File: config.mk
export PLATFORM = sky130hd
export DESIGN_NAME = hazard_ctrl_flat
export DESIGN_NICKNAME = d
export VERILOG_FILES = /design/src/rtl/hazard_ctrl_if.sv /design/src/rtl/hazard_ctrl.sv /design/src/flat_wrapper.sv
export SDC_FILE = /design/constraint.sdc
export NUM_CORES = 1
export LEC_CHECK = 0
export ABC_AREA = 1
export ABC_CLOCK_PERIOD_IN_PS = 2500
export BUFFER_PORTS_ARGS = -buffer_cell sky130_fd_sc_hd__buf_4
export CAP_MARGIN = 15
export CORE_ASPECT_RATIO = 0.7
export CORE_MARGIN = 5
export CORE_UTILIZATION = 30
export DETAILED_ROUTE_END_ITERATION = 8
export PLACE_DENSITY = 0.61
export SLEW_MARGIN = 25
export SYNTH_ARGS = -nofsm -noshare
export SYNTH_HDL_FRONTEND = slang
export SYNTH_SLANG_ARGS = --single-unit
File: constraint.sdc
create_clock -name clk -period 2.5 [get_ports clk]
set_clock_uncertainty 0.05 [all_clocks]
set_input_delay 0.375 -clock clk [delete_from_list [all_inputs] [get_ports clk]]
set_output_delay 0.375 -clock clk [all_outputs]
set_load 0.05 [all_outputs]
File: src/rtl/hazard_ctrl_if.sv
// Pipeline-side bundle of the hazard controller: register ids, stage flags,
// memory handshake, and the stall/flush/forward controls plus counters.
interface hazard_ctrl_if #(
  parameter int CW = 16
);
  logic [4:0]    rs1D, rs2D;
  logic [4:0]    rs1E, rs2E, rdE;
  logic          loadE;
  logic          pcSrcE;
  logic [4:0]    rdM, rdW;
  logic          regWriteM, regWriteW;
  logic          memReqM, memReadyM;
  logic          clrCnt;
  logic          stallF, stallD, stallE, stallM;
  logic          flushD, flushE, flushW;
  logic [1:0]    forwardAE, forwardBE;
  logic          memTimeout;
  logic [CW-1:0] stallCnt, flushCnt;

  modport master (
    output rs1D, rs2D, rs1E, rs2E, rdE, loadE, pcSrcE, rdM, rdW,
           regWriteM, regWriteW, memReqM, memReadyM, clrCnt,
    input  stallF, stallD, stallE, stallM, flushD, flushE, flushW,
           forwardAE, forwardBE, memTimeout, stallCnt, flushCnt
  );

  modport slave (
    input  rs1D, rs2D, rs1E, rs2E, rdE, loadE, pcSrcE, rdM, rdW,
           regWriteM, regWriteW, memReqM, memReadyM, clrCnt,
    output stallF, stallD, stallE, stallM, flushD, flushE, flushW,
           forwardAE, forwardBE, memTimeout, stallCnt, flushCnt
  );
endinterface

File: src/rtl/hazard_ctrl.sv
// Hazard/stall controller for the five-stage core: forwarding, load-use and
// branch bubbles, memory-wait sequencing with timeout, saturating counters.
module hazard_ctrl #(
  parameter int TIMEOUT = 16,
  parameter int CW      = 16  // must match the CW of the connected interface
) (
  input  logic        clk,
  input  logic        reset_n,
  hazard_ctrl_if.slave bus
);
  localparam int WW = $clog2(TIMEOUT) + 1;
  localparam logic [WW-1:0] WLAST = WW'(TIMEOUT - 1);

  typedef enum logic {S_RUN = 1'b0, S_WAIT = 1'b1} state_e;

  state_e        state_q, state_d;
  logic [WW-1:0] wcnt_q, wcnt_d;
  logic [CW-1:0] stall_cnt_q, stall_cnt_d;
  logic [CW-1:0] flush_cnt_q, flush_cnt_d;

  logic       lw_stall_s, mem_pend_s, abort_s, mem_stall_s;
  logic       stall_fd_s, flush_d_s, flush_e_s;
  logic [1:0] fwd_a_s, fwd_b_s;

  // M-stage result wins over W-stage since it is the younger write.
  function automatic logic [1:0] fwd_sel(input logic [4:0] src, input logic [4:0] rd_m,
                                         input logic wr_m, input logic [4:0] rd_w,
                                         input logic wr_w);
    logic [1:0] sel;
    if (wr_m && (rd_m != 5'd0) && (rd_m == src)) begin
      sel = 2'b10;
    end else if (wr_w && (rd_w != 5'd0) && (rd_w == src)) begin
      sel = 2'b01;
    end else begin
      sel = 2'b00;
    end
    return sel;
  endfunction

  // Hazard detection and stage controls.
  always_comb begin
    lw_stall_s  = bus.loadE && (bus.rdE != 5'd0) &&
                  ((bus.rdE == bus.rs1D) || (bus.rdE == bus.rs2D));
    mem_pend_s  = bus.memReqM && !bus.memReadyM;
    abort_s     = (state_q == S_WAIT) && (wcnt_q == WLAST) && mem_pend_s;
    mem_stall_s = mem_pend_s && !abort_s;
    stall_fd_s  = reset_n && (lw_stall_s || mem_stall_s);
    flush_d_s   = reset_n && bus.pcSrcE && !mem_stall_s;
    flush_e_s   = reset_n && (lw_stall_s || bus.pcSrcE) && !mem_stall_s;
    fwd_a_s     = 2'b00;
    fwd_b_s     = 2'b00;
    if (reset_n) begin
      fwd_a_s = fwd_sel(bus.rs1E, bus.rdM, bus.regWriteM, bus.rdW, bus.regWriteW);
      fwd_b_s = fwd_sel(bus.rs2E, bus.rdM, bus.regWriteM, bus.rdW, bus.regWriteW);
    end else begin
      fwd_a_s = 2'b00;
      fwd_b_s = 2'b00;
    end
  end

  assign bus.stallF     = stall_fd_s;
  assign bus.stallD     = stall_fd_s;
  assign bus.stallE     = reset_n && mem_stall_s;
  assign bus.stallM     = reset_n && mem_stall_s;
  assign bus.flushW     = reset_n && mem_stall_s;
  assign bus.flushD     = flush_d_s;
  assign bus.flushE     = flush_e_s;
  assign bus.forwardAE  = fwd_a_s;
  assign bus.forwardBE  = fwd_b_s;
  assign bus.memTimeout = reset_n && abort_s;
  assign bus.stallCnt   = stall_cnt_q;
  assign bus.flushCnt   = flush_cnt_q;

  // Memory-wait FSM next state and saturating counter updates.
  always_comb begin
    state_d     = state_q;
    wcnt_d      = wcnt_q;
    stall_cnt_d = stall_cnt_q;
    flush_cnt_d = flush_cnt_q;
    case (state_q)
      S_RUN: begin
        if (mem_pend_s) begin
          state_d = S_WAIT;
          wcnt_d  = WW'(1);
        end else begin
          state_d = S_RUN;
          wcnt_d  = '0;
        end
      end
      S_WAIT: begin
        if (!mem_pend_s || abort_s) begin
          state_d = S_RUN;
          wcnt_d  = '0;
        end else begin
          state_d = S_WAIT;
          wcnt_d  = wcnt_q + WW'(1);
        end
      end
      default: begin
        state_d = S_RUN;
        wcnt_d  = '0;
      end
    endcase

    if (bus.clrCnt) begin
      stall_cnt_d = '0;
      flush_cnt_d = '0;
    end else begin
      stall_cnt_d = (stall_fd_s && !(&stall_cnt_q)) ? stall_cnt_q + CW'(1) : stall_cnt_q;
      flush_cnt_d = (flush_d_s && !(&flush_cnt_q)) ? flush_cnt_q + CW'(1) : flush_cnt_q;
    end
  end

  // State and counter registers.
  always_ff @(posedge clk or negedge reset_n) begin
    if (!reset_n) begin
      state_q     <= S_RUN;
      wcnt_q      <= '0;
      stall_cnt_q <= '0;
      flush_cnt_q <= '0;
    end else begin
      state_q     <= state_d;
      wcnt_q      <= wcnt_d;
      stall_cnt_q <= stall_cnt_d;
      flush_cnt_q <= flush_cnt_d;
    end
  end
endmodule

File: src/flat_wrapper.sv
// flat-port wrapper written by rule: the top's interface ports become plain ports
module hazard_ctrl_flat 
#(
  parameter int TIMEOUT = 16,
  parameter int CW      = 16                                                 
)
  (clk, reset_n, bus_rs1D, bus_rs2D, bus_rs1E, bus_rs2E, bus_rdE, bus_loadE, bus_pcSrcE, bus_rdM, bus_rdW, bus_regWriteM, bus_regWriteW, bus_memReqM, bus_memReadyM, bus_clrCnt, bus_stallF, bus_stallD, bus_stallE, bus_stallM, bus_flushD, bus_flushE, bus_flushW, bus_forwardAE, bus_forwardBE, bus_memTimeout, bus_stallCnt, bus_flushCnt);
  hazard_ctrl_if #(.CW(CW)) bus_i ();
  input  logic clk;
  input  logic reset_n;
  input wire logic [$bits(bus_i.rs1D)-1:0] bus_rs1D;
  input wire logic [$bits(bus_i.rs2D)-1:0] bus_rs2D;
  input wire logic [$bits(bus_i.rs1E)-1:0] bus_rs1E;
  input wire logic [$bits(bus_i.rs2E)-1:0] bus_rs2E;
  input wire logic [$bits(bus_i.rdE)-1:0] bus_rdE;
  input wire logic [$bits(bus_i.loadE)-1:0] bus_loadE;
  input wire logic [$bits(bus_i.pcSrcE)-1:0] bus_pcSrcE;
  input wire logic [$bits(bus_i.rdM)-1:0] bus_rdM;
  input wire logic [$bits(bus_i.rdW)-1:0] bus_rdW;
  input wire logic [$bits(bus_i.regWriteM)-1:0] bus_regWriteM;
  input wire logic [$bits(bus_i.regWriteW)-1:0] bus_regWriteW;
  input wire logic [$bits(bus_i.memReqM)-1:0] bus_memReqM;
  input wire logic [$bits(bus_i.memReadyM)-1:0] bus_memReadyM;
  input wire logic [$bits(bus_i.clrCnt)-1:0] bus_clrCnt;
  output wire logic [$bits(bus_i.stallF)-1:0] bus_stallF;
  output wire logic [$bits(bus_i.stallD)-1:0] bus_stallD;
  output wire logic [$bits(bus_i.stallE)-1:0] bus_stallE;
  output wire logic [$bits(bus_i.stallM)-1:0] bus_stallM;
  output wire logic [$bits(bus_i.flushD)-1:0] bus_flushD;
  output wire logic [$bits(bus_i.flushE)-1:0] bus_flushE;
  output wire logic [$bits(bus_i.flushW)-1:0] bus_flushW;
  output wire logic [$bits(bus_i.forwardAE)-1:0] bus_forwardAE;
  output wire logic [$bits(bus_i.forwardBE)-1:0] bus_forwardBE;
  output wire logic [$bits(bus_i.memTimeout)-1:0] bus_memTimeout;
  output wire logic [$bits(bus_i.stallCnt)-1:0] bus_stallCnt;
  output wire logic [$bits(bus_i.flushCnt)-1:0] bus_flushCnt;
  assign bus_i.rs1D = bus_rs1D;
  assign bus_i.rs2D = bus_rs2D;
  assign bus_i.rs1E = bus_rs1E;
  assign bus_i.rs2E = bus_rs2E;
  assign bus_i.rdE = bus_rdE;
  assign bus_i.loadE = bus_loadE;
  assign bus_i.pcSrcE = bus_pcSrcE;
  assign bus_i.rdM = bus_rdM;
  assign bus_i.rdW = bus_rdW;
  assign bus_i.regWriteM = bus_regWriteM;
  assign bus_i.regWriteW = bus_regWriteW;
  assign bus_i.memReqM = bus_memReqM;
  assign bus_i.memReadyM = bus_memReadyM;
  assign bus_i.clrCnt = bus_clrCnt;
  assign bus_stallF = bus_i.stallF;
  assign bus_stallD = bus_i.stallD;
  assign bus_stallE = bus_i.stallE;
  assign bus_stallM = bus_i.stallM;
  assign bus_flushD = bus_i.flushD;
  assign bus_flushE = bus_i.flushE;
  assign bus_flushW = bus_i.flushW;
  assign bus_forwardAE = bus_i.forwardAE;
  assign bus_forwardBE = bus_i.forwardBE;
  assign bus_memTimeout = bus_i.memTimeout;
  assign bus_stallCnt = bus_i.stallCnt;
  assign bus_flushCnt = bus_i.flushCnt;
  hazard_ctrl #(.TIMEOUT(TIMEOUT), .CW(CW)) u_core (.clk(clk), .reset_n(reset_n), .bus(bus_i));
endmodule
==> results.toml <==
[detailed_routing]
firstDrtPassIters = 4
ant_nets = 0
route.detailed.vias_per_inst = 4.68
via_count = 2862
drc = 0
drt_iter0_markers = 194
wl_per_cell_um = 12.9
routed_wl_mm = 7.92

[logic_synthesis]
synth_area_um2 = 2790
ys_ff_latch = 38
seq_area_frac_synth_pct = 34.1
ys_types = 29
netlist.area_leader.share_pct = 34.1
syn-instance-count = 400
synth_top_family_by_area = "simple AND/OR/NAND/NOR gates"
synth_nets = 448
muxShareOfSynthArea_pct = 0
synth_top_area_cell = "dfrtp_1"
yosysWarningCount = 0
avgSynthCellArea_um2 = 6.98
synth_compound_area_share_pct = 4.62
netlist_top_cells_area = "dfrtp_1 (34%), nand2_1 (12%), nand3_1 (8.3%)"
synthXorXnorAreaFrac_pct = 9.73
synthSimpleGateAreaFrac_pct = 38.9
synthAdderAreaFrac_pct = 1.79

[critical_path]
cp-end-kind = "output pin"
r2r-end = "u_core.bus.flushCnt[10]"
path_max_fanout = 9
reg2regPathDepth = 13
r2r_setup_slack_ns = 0.37
cp_data_arrival_time_ns = 1.94
required_ns = 2.08
rr_startpoint = "u_core.wcnt_q[0]"
cp-start-kind = "flip-flop"
critical_path_class = "reg2out"

[pwr]
pwr_density_cell_nw_per_um2 = 404
max-vdd-ir-drop_mv = 0.216
p_leak_nw = 1.99

[die]
initial_core_util_pct = 30.8
die-area_um2 = 11400
coreArea_um2 = 9070
die_h_um = 90.7
core.rowCount = 29
pin_count = 88
die_w_um = 125

[cts]
cts_buffers = 5
cts_root_buf = "clkbuf_16"
clkTransAtPathRegs_ns = 0.06
clock_latency_ns = 0.28
clock_path_buffers = 2
cts.htree.levels = 2
cts_tree = "yes"
clock_sinks = 38

[timing]
period_share_pct = 94.6
max_slew_margin_pct = 67.4
setup_tns_ns = 0
tightest_slew_ns = 0.488
fmaxAchievable_ghz = 0.423
slew_viol_final = 0
rsz0062_at_grt = "no"
setup_ws_ns = 0.136
setup_viol = 0
hold_viol_final = 0
finalCriticalPeriod_ns = 2.36

[grt]
grt_max_degree = 33
antenna_found_initial = 0
grt_pass1_wl_mm = 13.6
overflow = 0
grt_usage_pct = 14.1
grt_pass1_vias = 2956

[min_path]
hp-start = "bus_clrCnt"
hold_path_class = "in2reg"
holdPathEnd = "u_core.bus.flushCnt[11]"
whs_path_depth = 2

[placement]
io_buffers = 87
pre_cts_slack_ns = 0.279
gp_congestion = 0.864
hpwl_mm = 6.18

[layout]
antenna_cells = 0
register_area_um2 = 951
area_delta_synth_final_pct = 34.3
nFillCells = 952
nNetsFinal = 535
multi_input_area_um2 = 1560
finalCoreUtilization_pct = 41.3
final_layout_size_suffix_gt1_share_pct = 23.2

[outcome]
outcome = "finished, final reports clean"

[flow_run]
drv_cap = 0
[worst max-delay path by stage]
stage | from | cells past startpoint | end | slack (ns)
2_1_floorplan | u_core.wcnt_q[0] | 11 | bus_stallF | -0.07
4_1_cts | u_core.wcnt_q[0] | 10 | bus_stallD | -0.03
3_5_place_dp | u_core.wcnt_q[0] | 10 | bus_stallD | 0.28
5_1_grt | u_core.wcnt_q[0] | 10 | bus_stallD | 0.02
3_3_place_gp | u_core.wcnt_q[0] | 10 | bus_stallD | 0.34
6_report | u_core.wcnt_q[0] | 10 | bus_stallD | 0.14
[synthesized netlist by cell type]
library cell,instances
buf_1,1
ha_1,4
nor2_4,3
xnor2_1,11
buf_6,1
nand3_4,2
nand4_1,24
nand2_4,1
or2_2,4
o21ai_0,13
o41ai_1,1
nand2_1,87
a21oi_1,8
clkinv_1,1
nor4_1,4
nand3_2,1
dfrtp_1,38
nand2_2,1
nor3_1,13
nand3_1,46
buf_2,5
xor2_1,20
inv_1,61
buf_4,3
nor2_1,41
nor3b_1,1
and3_1,1
clkbuf_1,2
o21bai_1,2
[power breakdown]
part | internal, W | switching, W
Clock | 0.000395 | 0.000241
Combinational | 0.000102 | 0.000150
Sequential | 0.000620 | 0.00000546
[layout by cell type, fill, tap and decap left out, types with 5 or more instances in the layout]
cell | netlist | layout
nand4_1 | 24 | 24
xnor2_1 | 11 | 11
buf_4 | 3 | 89
nor2_1 | 41 | 40
nand2_1 | 87 | 87
o21ai_0 | 13 | 13
nor3_1 | 13 | 12
inv_1 | 61 | 61
nand3_1 | 46 | 45
clkbuf_16 | 0 | 5
dfrtp_1 | 38 | 38
xor2_1 | 20 | 20
a21oi_1 | 8 | 8
[cell type report]
class / instances / share of cell area [%]
clock buffer: 7 / 3.81
tap: 124 / 4.14
timing repair buffer: 92 / 18.7
inverter: 62 / 6.21
clock inverter: 1 / 0.134
multi-input combinational: 288 / 41.6
sequential: 38 / 25.4
[state kept, by name (all words and copies together), names as in the netlist]
register	count
u_core.state_q	1
u_core.wcnt_q	5
u_core.bus.flushCnt	16
u_core.bus.stallCnt	16
[logic make-up after synthesis]
kind of cell	after synthesis
xor+xnor	31
fa+ha+maj	4
compound gates	24
flops	38
simple gates	229
buf+inv	74
[per-layer routing]
metal	GRT usage (%)	share of wire, %	vias to the layer above
li1	-	-	1467
met4	4.24	1.9	0
met2	23.3	47	59
met5	0	0	-
met1	18.5	47	1323
met3	2.90	4.2	13
[critical path, cell delays in order (launching register included)]
cell,delay (ns)
dfrtp_1,0.40
ha_1,0.23
nand2_1,0.08
nor2_1,0.04
ha_1,0.17
nand2_1,0.09
nand3_2,0.13
nor2_4,0.13
inv_1,0.08
nand2_4,0.14
buf_6,0.18
[repair_timing]
item | CTS | global route
endpoints found under the setup margin | 2 | 2
gates resized for setup | 0 | 4
buffers inserted | 0 | 0
hold endpoints to repair | 9 | 0
hold buffers | 1 | 0
[through the flow]
step / cell area (um2) / power, W / hold slack (ns) / cells
floorplan: 2810 / 0.000768 / 0.0294 / 400
global placement: 3570 / 0.000882 / 0.182 / 603
detailed placement: 3570 / 0.000886 / 0.184 / 603
CTS: 3730 / 0.00154 / 0.214 / 612
global route: 3750 / 0.00158 / 0.212 / 612
finish: 3750 / 0.00151 / 0.228 / 612
No activity file was read; power rests on OpenSTA's default activity.
